===== src/rtl/alu32_flag_cond.sv =====
// alu32_flag_cond
//   Architectural c/n/z/v flag register plus a condition-code evaluator that
//   answers branch/select queries through a valid/ready request channel and
//   a held (registered) response.
//
// Ports
//   clk, reset_n              clock, asynchronous active-low reset
//   f_wr, f_op[2:0]           flag write strobe and ALU op of the result;
//                             f_op[2:1]==2'b11 marks an arithmetic op
//   f_c, f_n, f_z, f_v        flags produced by the ALU
//   q_valid, q_ready, q_cond  condition query channel (4-bit code)
//   r_valid, r_ready, r_taken held response channel
//   c_q, n_q, z_q, v_q        registered flags
//   dbg_state                 response FSM state (0 EMPTY, 1 HELD)
//
// Handshake: a transfer happens on a rising edge where valid & ready are both
// high. The producer holds its payload stable while valid is high and ready
// is low; the response stays valid with r_taken frozen until r_ready.
//
// Optional feature macro: FLAG_BYPASS_EN
//   defined   - queries never stall; a query coinciding with a flag write
//               evaluates the merged new flags.
//   undefined - a query coinciding with a flag write is held off one cycle
//               and evaluates the updated registered flags.
module alu32_flag_cond (
  input  logic       clk,
  input  logic       reset_n,
  input  logic       f_wr,
  input  logic [2:0] f_op,
  input  logic       f_c,
  input  logic       f_n,
  input  logic       f_z,
  input  logic       f_v,
  input  logic       q_valid,
  output logic       q_ready,
  input  logic [3:0] q_cond,
  output logic       r_valid,
  input  logic       r_ready,
  output logic       r_taken,
  output logic       c_q,
  output logic       n_q,
  output logic       z_q,
  output logic       v_q,
  output logic       dbg_state
);

  typedef enum logic {S_EMPTY = 1'b0, S_HELD = 1'b1} state_t;

  state_t r_state;

  logic w_arith;
  logic w_stall;
  logic w_accept;
  logic w_ec, w_en, w_ez, w_ev;
  logic w_eval;
  logic w_unused_op0;

  // Only the add/sub distinction is encoded in f_op[0]; it does not affect
  // which flags are captured.
  assign w_unused_op0 = f_op[0];
  assign w_arith      = (f_op[2:1] == 2'b11);

`ifdef FLAG_BYPASS_EN
  assign w_stall = 1'b0;
  // Forward the flags that this cycle's write is about to commit.
  assign w_en = f_wr ? f_n : n_q;
  assign w_ez = f_wr ? f_z : z_q;
  assign w_ec = (f_wr && w_arith) ? f_c : c_q;
  assign w_ev = (f_wr && w_arith) ? f_v : v_q;
`else
  // Stalling on f_wr guarantees the registered flags are current at accept.
  assign w_stall = f_wr;
  assign w_en    = n_q;
  assign w_ez    = z_q;
  assign w_ec    = c_q;
  assign w_ev    = v_q;
`endif

  assign r_valid   = (r_state == S_HELD);
  assign dbg_state = r_state;
  assign q_ready   = (!r_valid || r_ready) && !w_stall;
  assign w_accept  = q_valid && q_ready;

  function automatic logic eval_cond(input logic [3:0] cond,
                                     input logic c, input logic n,
                                     input logic z, input logic v);
    logic res;
    res = 1'b0;
    case (cond)
      4'h0: res = z;
      4'h1: res = !z;
      4'h2: res = c;
      4'h3: res = !c;
      4'h4: res = n;
      4'h5: res = !n;
      4'h6: res = v;
      4'h7: res = !v;
      4'h8: res = c && !z;
      4'h9: res = !c || z;
      4'hA: res = (n == v);
      4'hB: res = (n != v);
      4'hC: res = !z && (n == v);
      4'hD: res = z || (n != v);
      4'hE: res = 1'b1;
      4'hF: res = 1'b0;
      default: res = 1'b0;
    endcase
    return res;
  endfunction

  assign w_eval = eval_cond(q_cond, w_ec, w_en, w_ez, w_ev);

  // Flag register: logic ops report c=v=0, which must not clobber c/v.
  always_ff @(posedge clk or negedge reset_n) begin
    if (!reset_n) begin
      c_q <= 1'b0;
      n_q <= 1'b0;
      z_q <= 1'b0;
      v_q <= 1'b0;
    end else if (f_wr) begin
      n_q <= f_n;
      z_q <= f_z;
      if (w_arith) begin
        c_q <= f_c;
        v_q <= f_v;
      end
    end
  end

  // Response FSM. In HELD with r_ready low, q_ready is low, so no accept
  // can occur and r_taken stays frozen.
  always_ff @(posedge clk or negedge reset_n) begin
    if (!reset_n) begin
      r_state <= S_EMPTY;
      r_taken <= 1'b0;
    end else begin
      case (r_state)
        S_EMPTY: begin
          if (w_accept) begin
            r_state <= S_HELD;
            r_taken <= w_eval;
          end
        end
        S_HELD: begin
          if (r_ready) begin
            if (w_accept) begin
              r_state <= S_HELD;
              r_taken <= w_eval;
            end else begin
              r_state <= S_EMPTY;
            end
          end
        end
        default: r_state <= S_EMPTY;
      endcase
    end
  end

endmodule


===== config.mk =====
export PLATFORM = sky130hd
export DESIGN_NAME = alu32_flag_cond
export DESIGN_NICKNAME = d
export VERILOG_FILES = /design/src/rtl/alu32_flag_cond.sv
export SDC_FILE = /design/constraint.sdc
export NUM_CORES = 1
export LEC_CHECK = 0
export BUFFER_PORTS_ARGS = -buffer_cell sky130_fd_sc_hd__buf_2
export CAP_MARGIN = 10
export CORE_AREA = 10 10 47 49
export CTS_CLUSTER_DIAMETER = 120
export CTS_CLUSTER_SIZE = 12
export DETAILED_ROUTE_END_ITERATION = 8
export DIE_AREA = 0 0 57 59
export SETUP_SLACK_MARGIN = 0.2
export SYNTH_ARGS = -nofsm -noshare
export SYNTH_HDL_FRONTEND = slang
export SYNTH_SLANG_ARGS = --single-unit
export TNS_END_PERCENT = 5

===== constraint.sdc =====
create_clock -name clk -period 2.9 [get_ports clk]
set_input_delay 0.145 -clock clk [delete_from_list [all_inputs] [get_ports clk]]
set_output_delay 0.145 -clock clk [all_outputs]
set_load 0.005 [all_outputs]

### After elaboration in Yosys (flattened, before gate mapping)

Cells that the tools add are included.

| storage, ports and cells | value |
|---|---|
| RAM bits | 0 |
| output and inout bits | 8 |
| input bits | 16 |
| memories kept | 0 |
| ROM bits | 0 |
| bits in latches | 0 |
| logic and storage cells | 48 |
| flip-flop bits (word level) | 6 |

| cells by class | value |
|---|---|
| add/sub/neg operators | 0 |
| multiply operators | 0 |
| equal/unequal tests | 19 |
| bitwise operators | 1 |
| shifts and indexed selects | 0 |
| $lt $le $gt $ge | 0 |
| mux-type cells | 7 |
| reductions and logical operators | 15 |
| divide/modulo/power cells | 0 |

Operator list:

| cell | count |
|---|---|
| $eq 4x4->1 const B | 8 |
| $eq 4x3->1 const B | 4 |
| $pmux 1 s16 | 1 |
| $eq 4x2->1 const B | 2 |
| $logic_not 1->1 | 6 |
| $eq 4x1->1 const B | 1 |
| $logic_and 1x1->1 | 4 |
| $logic_not 4->1 | 1 |
| $mux 1 | 4 |
| $pmux 1 s2 | 2 |
| $logic_or 1x1->1 | 3 |
| $eq 2x2->1 const B | 1 |
| $ne 2x2->1 const B | 1 |
| $reduce_and 2->1 | 1 |
| $eq 1x1->1 | 1 |
| $ne 1x1->1 | 1 |
| $not 1->1 | 1 |

### Depth between registers and ports, before layout

| depth | value |
|---|---|
| word-level depth | 7 |
| gate-level depth with buffers | 4 |
| depth with buffers taken out | 4 |

### Worst setup path after synthesis

OpenSTA, ideal clock, no wires.

| timing path | value |
|---|---|
| path kind | register -> register |
| start | reg r_state, in the netlist dbg_state |
| end | reg r_taken |
| setup time | 0.127 ns |
| buffers on the path | 0 |
| cell stages (with the launch flop) | 5 |
| slack | 1.674 ns |
| data arrival time | 1.099 ns |
| data required time | 2.773 ns |
| period minus slack after synthesis | 1.226 ns |
| cell sequence | dfrtp_1 -> or2b_2 -> and4_1 -> a22oi_1 -> nand3_1 |

| on the way | value |
|---|---|
| word-level cells in the longest chain between the ends | 7 |
| elaborated cells on any way between the ends | 9 |
| those cells by class | eq/ne (1); mux (3); bitwise (1); reduce/logical (4) |

Ends and longest elaborated chain:

| item | RTL line | RTL |
|---|---|---|
| start, declared | 49 | `state_t r_state;` |
| start signal, assigned | 134 | `r_state <= S_EMPTY;` |
| start signal, assigned | 140 | `r_state <= S_HELD;` |
| start signal, assigned | 147 | `r_state <= S_HELD;` |
| $logic_not 1->1 | 81 | `assign q_ready = (!r_valid \|\| r_ready) && !w_stall;` |
| $logic_or 1x1->1 | 81 |  |
| $logic_and 1x1->1 | 81 |  |
| $logic_and 1x1->1 | 82 | `assign w_accept = q_valid && q_ready;` |
| $mux 1 (2 in series) | - |  |
| $pmux 1 s2 | 137 | `case (r_state)` |
| end signal, assigned | 141 | `r_taken <= w_eval;` |
| end signal, assigned | 148 | `r_taken <= w_eval;` |
| end, declared | 39 | `output logic r_taken,` |

Several ways; a longest one is shown, not always the timed one. The select of a mux whose other input is x is not followed.
A chain may end at the register's enable or synchronous reset.

### Final worst setup path

| timing path | value |
|---|---|
| start | reg r_state, in the netlist dbg_state |
| end | out q_ready |

| on the way | value |
|---|---|
| word-level cells in the longest chain between the ends | 3 |

Ends and longest elaborated chain:

| item | RTL line | RTL |
|---|---|---|
| $logic_not 1->1 | 81 |  |
| $logic_or 1x1->1 | 81 |  |
| $logic_and 1x1->1 | 81 |  |
| end, declared | 35 | `output logic q_ready,` |

Every way passes these cells.

==> impl_metrics.csv <==
group,metric,value,unit
worst_setup_path,reg2reg_depth,4,
min_path,min_from,"f_z",
route,routed_wl,954,um
worst_setup_path,critPathCaptureType,"output port",
placed_design,placed_cell_area,477,um^2
floorplanning,start_util,25.3,%
pwr,powerDensity,492,nW/um^2
clock_tree,cts_buffers,3,
grt,grt_pass1_wl,1.62,mm
final_layout,instances_no_fill,75,
floorplanning,die_x,57,um
timing,fin_worst_skew,0.000809,ns
final_layout,final_util,36.3,%
route,viasPerCell,4.64,
worst_setup_path,start_kind,"flip-flop",
pwr,p_seq_share,43.2,%
worst_setup_path,cp.required,2.76,ns
worst_setup_path,arrival,1.17,ns
outcome,status,"finished clean",
clock_tree,clk_pin_slew,0.04,ns
timing,fin_crit_sh,45.3,%
pwr,clockPowerShare,29.3,%
yosys,syn_nets,50,
final_layout,area_growth,43.8,%
route,num_vias,348,
clock_tree,clock_latency,0.24,ns
yosys,yosys.area.top_type,"dfrtp_1",
min_path,hold_end,"z_q",
yosys,synth_compound_area_share,15.2,%
timing,hold_violations,0,
pwr,p_sw,0.0000680,W
min_path,hold_class,"primary input to flip-flop",
final_layout,antenna_cells,0,
timing,period_needed,1.31,ns
route,drt_first_iter_violations,3,
yosys,synth_edf_count,0,
pwr,netSwitchingFraction,27.1,%
yosys,ys.warnings.count,0,
timing,layout_setup_ws,1.59,ns
worst_setup_path,r2r-start,"n_q",
timing,worstMarginPinSlew,0.244,ns
yosys,synth-async-reset-ratio,100,%
yosys,yosysTopAreaCellShare,42.4,%
yosys,synthMuxAreaShare,15.2,%
clock_tree,post_cts_buffers,0,
yosys,synth.most_common_cell,"dfrtp_1",
yosys,syn_inst,34,
worst_setup_path,worstSetupPathType,"flip-flop to output port",
yosys,synth_top_family_by_area,"simple AND/OR/NAND/NOR gates",
yosys,yosys.area_share.simple,20.5,%
route,ant_nets,0,
grt,overflow,0,
yosys,synth_fa_ha_area_share,0,%
floorplanning,core,1400,um^2
worst_setup_path,critPathMaxFanout,4,
timing,fmax,0.761,GHz
timing,timing.setup.tns,0,ns
clock_tree,cts-resized-gates,0,
placed_design,pre_cts_ws,1.61,ns
placed_design,gp_congestion,0.645,
yosys,ys_ff_latch,6,
yosys,syn-cell-area,354,um^2
final_layout,nets,77,
yosys,ys_seq_area_share,42.4,%
yosys,synth-main-ff-cell,"dfrtp_1",
clock_tree,cts-root-buf,"clkbuf_4",
grt,track_usage,5.84,%
pwr,combPwrFrac,27.4,%
clock_tree,htree_levels,1,
final_layout,drive_gt1_share,52.5,%
worst_setup_path,regToRegEndpoint,"r_taken",
grt,grt_pass1_vias,389,
floorplanning,dieHeight,59,um
worst_setup_path,r2r_slack,1.60,ns
clock_tree,clockBufferDepth,2,
min_path,worstHoldPathCells,3,
run,drv_cap,0,
route,wire_per_inst,12.7,um
floorplanning,die_area,3360,um^2
placed_design,io_buffers,22,
floorplanning,rows,14,
yosys,syn_area_per_cell,10.4,um^2
route,drc,0,
timing,relSlewSlack,83.5,%
placed_design,hpwlAfterDp,829,um
clock_tree,cts_sinks,6,
grt,antenna_found_initial,0,
placed_design,dp.cells,71,
timing,final_max_slew_viol_count,0,
pwr,p_leak,0.263,nW
yosys,ys_top_cells_by_area,"dfrtp_1 42%, mux2_2 9.5%, mux2i_1 5.7%, nand3_1 5.7%, a2111o_1 3.2%",
route,dr.pass1.iters,2,
timing,rsz0062_at_grt,"false",
yosys,synthTopCellsByCount,"6 x dfrtp_1, 4 x nand3_1, 3 x mux2_2",
floorplanning,io_pins,24,
final_layout,final_cell_area,509,um^2
pwr,p_int,0.000183,W
grt,grt_max_degree,7,
yosys,synth-xor-area-share,2.47,%
clock_tree,cts_hold_buf,1,
timing,setup_viol,0,
clock_tree,tritoncts,"yes",
yosys,netlist-cell-type-count,21,
pwr,ir_worst_vdd,0.248,mV
## logic make-up after synthesis
group / count (synthesis)
mux: 5
buf+inv: 3
flops: 6
compound gates: 7
xor+xnor: 1
simple gates: 12
## layout by cell type, fill, tap and decap left out, drive strengths merged, types with 2 or more instances in the layout
master | synthesis | layout
buf | 1 | 22
dfrtp | 6 | 6
nand3 | 4 | 4
mux2 | 3 | 3
clkbuf | 0 | 3
inv | 2 | 2
nand2 | 2 | 2
mux2i | 2 | 2
## worst max-delay path, cell delays in order (launching register included)
cell and delay [ns]:
dfrtp_1 0.34, or2b_2 0.32, and2_1 0.16, buf_2 0.12
## power groups by stage
stage	clock, W	sequential (W)	combinational [W]
final	0.0000735	0.000108	0.0000688
after global routing	0.0000790	0.000110	0.0000791
after CTS	0.0000780	0.000109	0.0000703
after detailed placement	0	0.000110	0.0000691
after global placement	0	0.000109	0.0000687
after floorplan	0	0.000109	0.0000349
## metal layers
metal / vias to the layer above / track usage (%) / share of wire [%]
met5: - / 0 / 0
met4: 0 / 3.02 / 0
met3: 0 / 2.79 / 8.7
met2: 15 / 9.15 / 44
met1: 154 / 6.44 / 47
li1: 179 / - / -
## registers in the layout, indices dropped and copies added (netlist names)
signal	count
dbg_state	1
c_q	1
z_q	1
v_q	1
r_taken	1
n_q	1
## worst max path at each step
stage / start / depth (start not counted) / to
global route: n_q / 4 / r_taken
CTS: dbg_state / 3 / q_ready
finish: dbg_state / 3 / q_ready
detailed placement: n_q / 4 / r_taken
global placement: n_q / 4 / r_taken
floorplan: dbg_state / 4 / r_taken
## layout make-up
cell class	instances	area, um^2
inverters	2	7.51
flip-flops and latches	6	150
well taps	16	20.0
multi-input cells	25	189
fillers	157	892
repair buffers	23	120
clock buffers	3	22.5
## metrics by stage
stage	power, W	hold slack [ns]
after global placement	0.000178	-0.0264
after floorplan	0.000144	-0.151
final	0.000251	0.121
after detailed placement	0.000179	-0.0254
after global routing	0.000268	0.152
after CTS	0.000257	0.117
No activity file was read; power rests on OpenSTA's default activity.
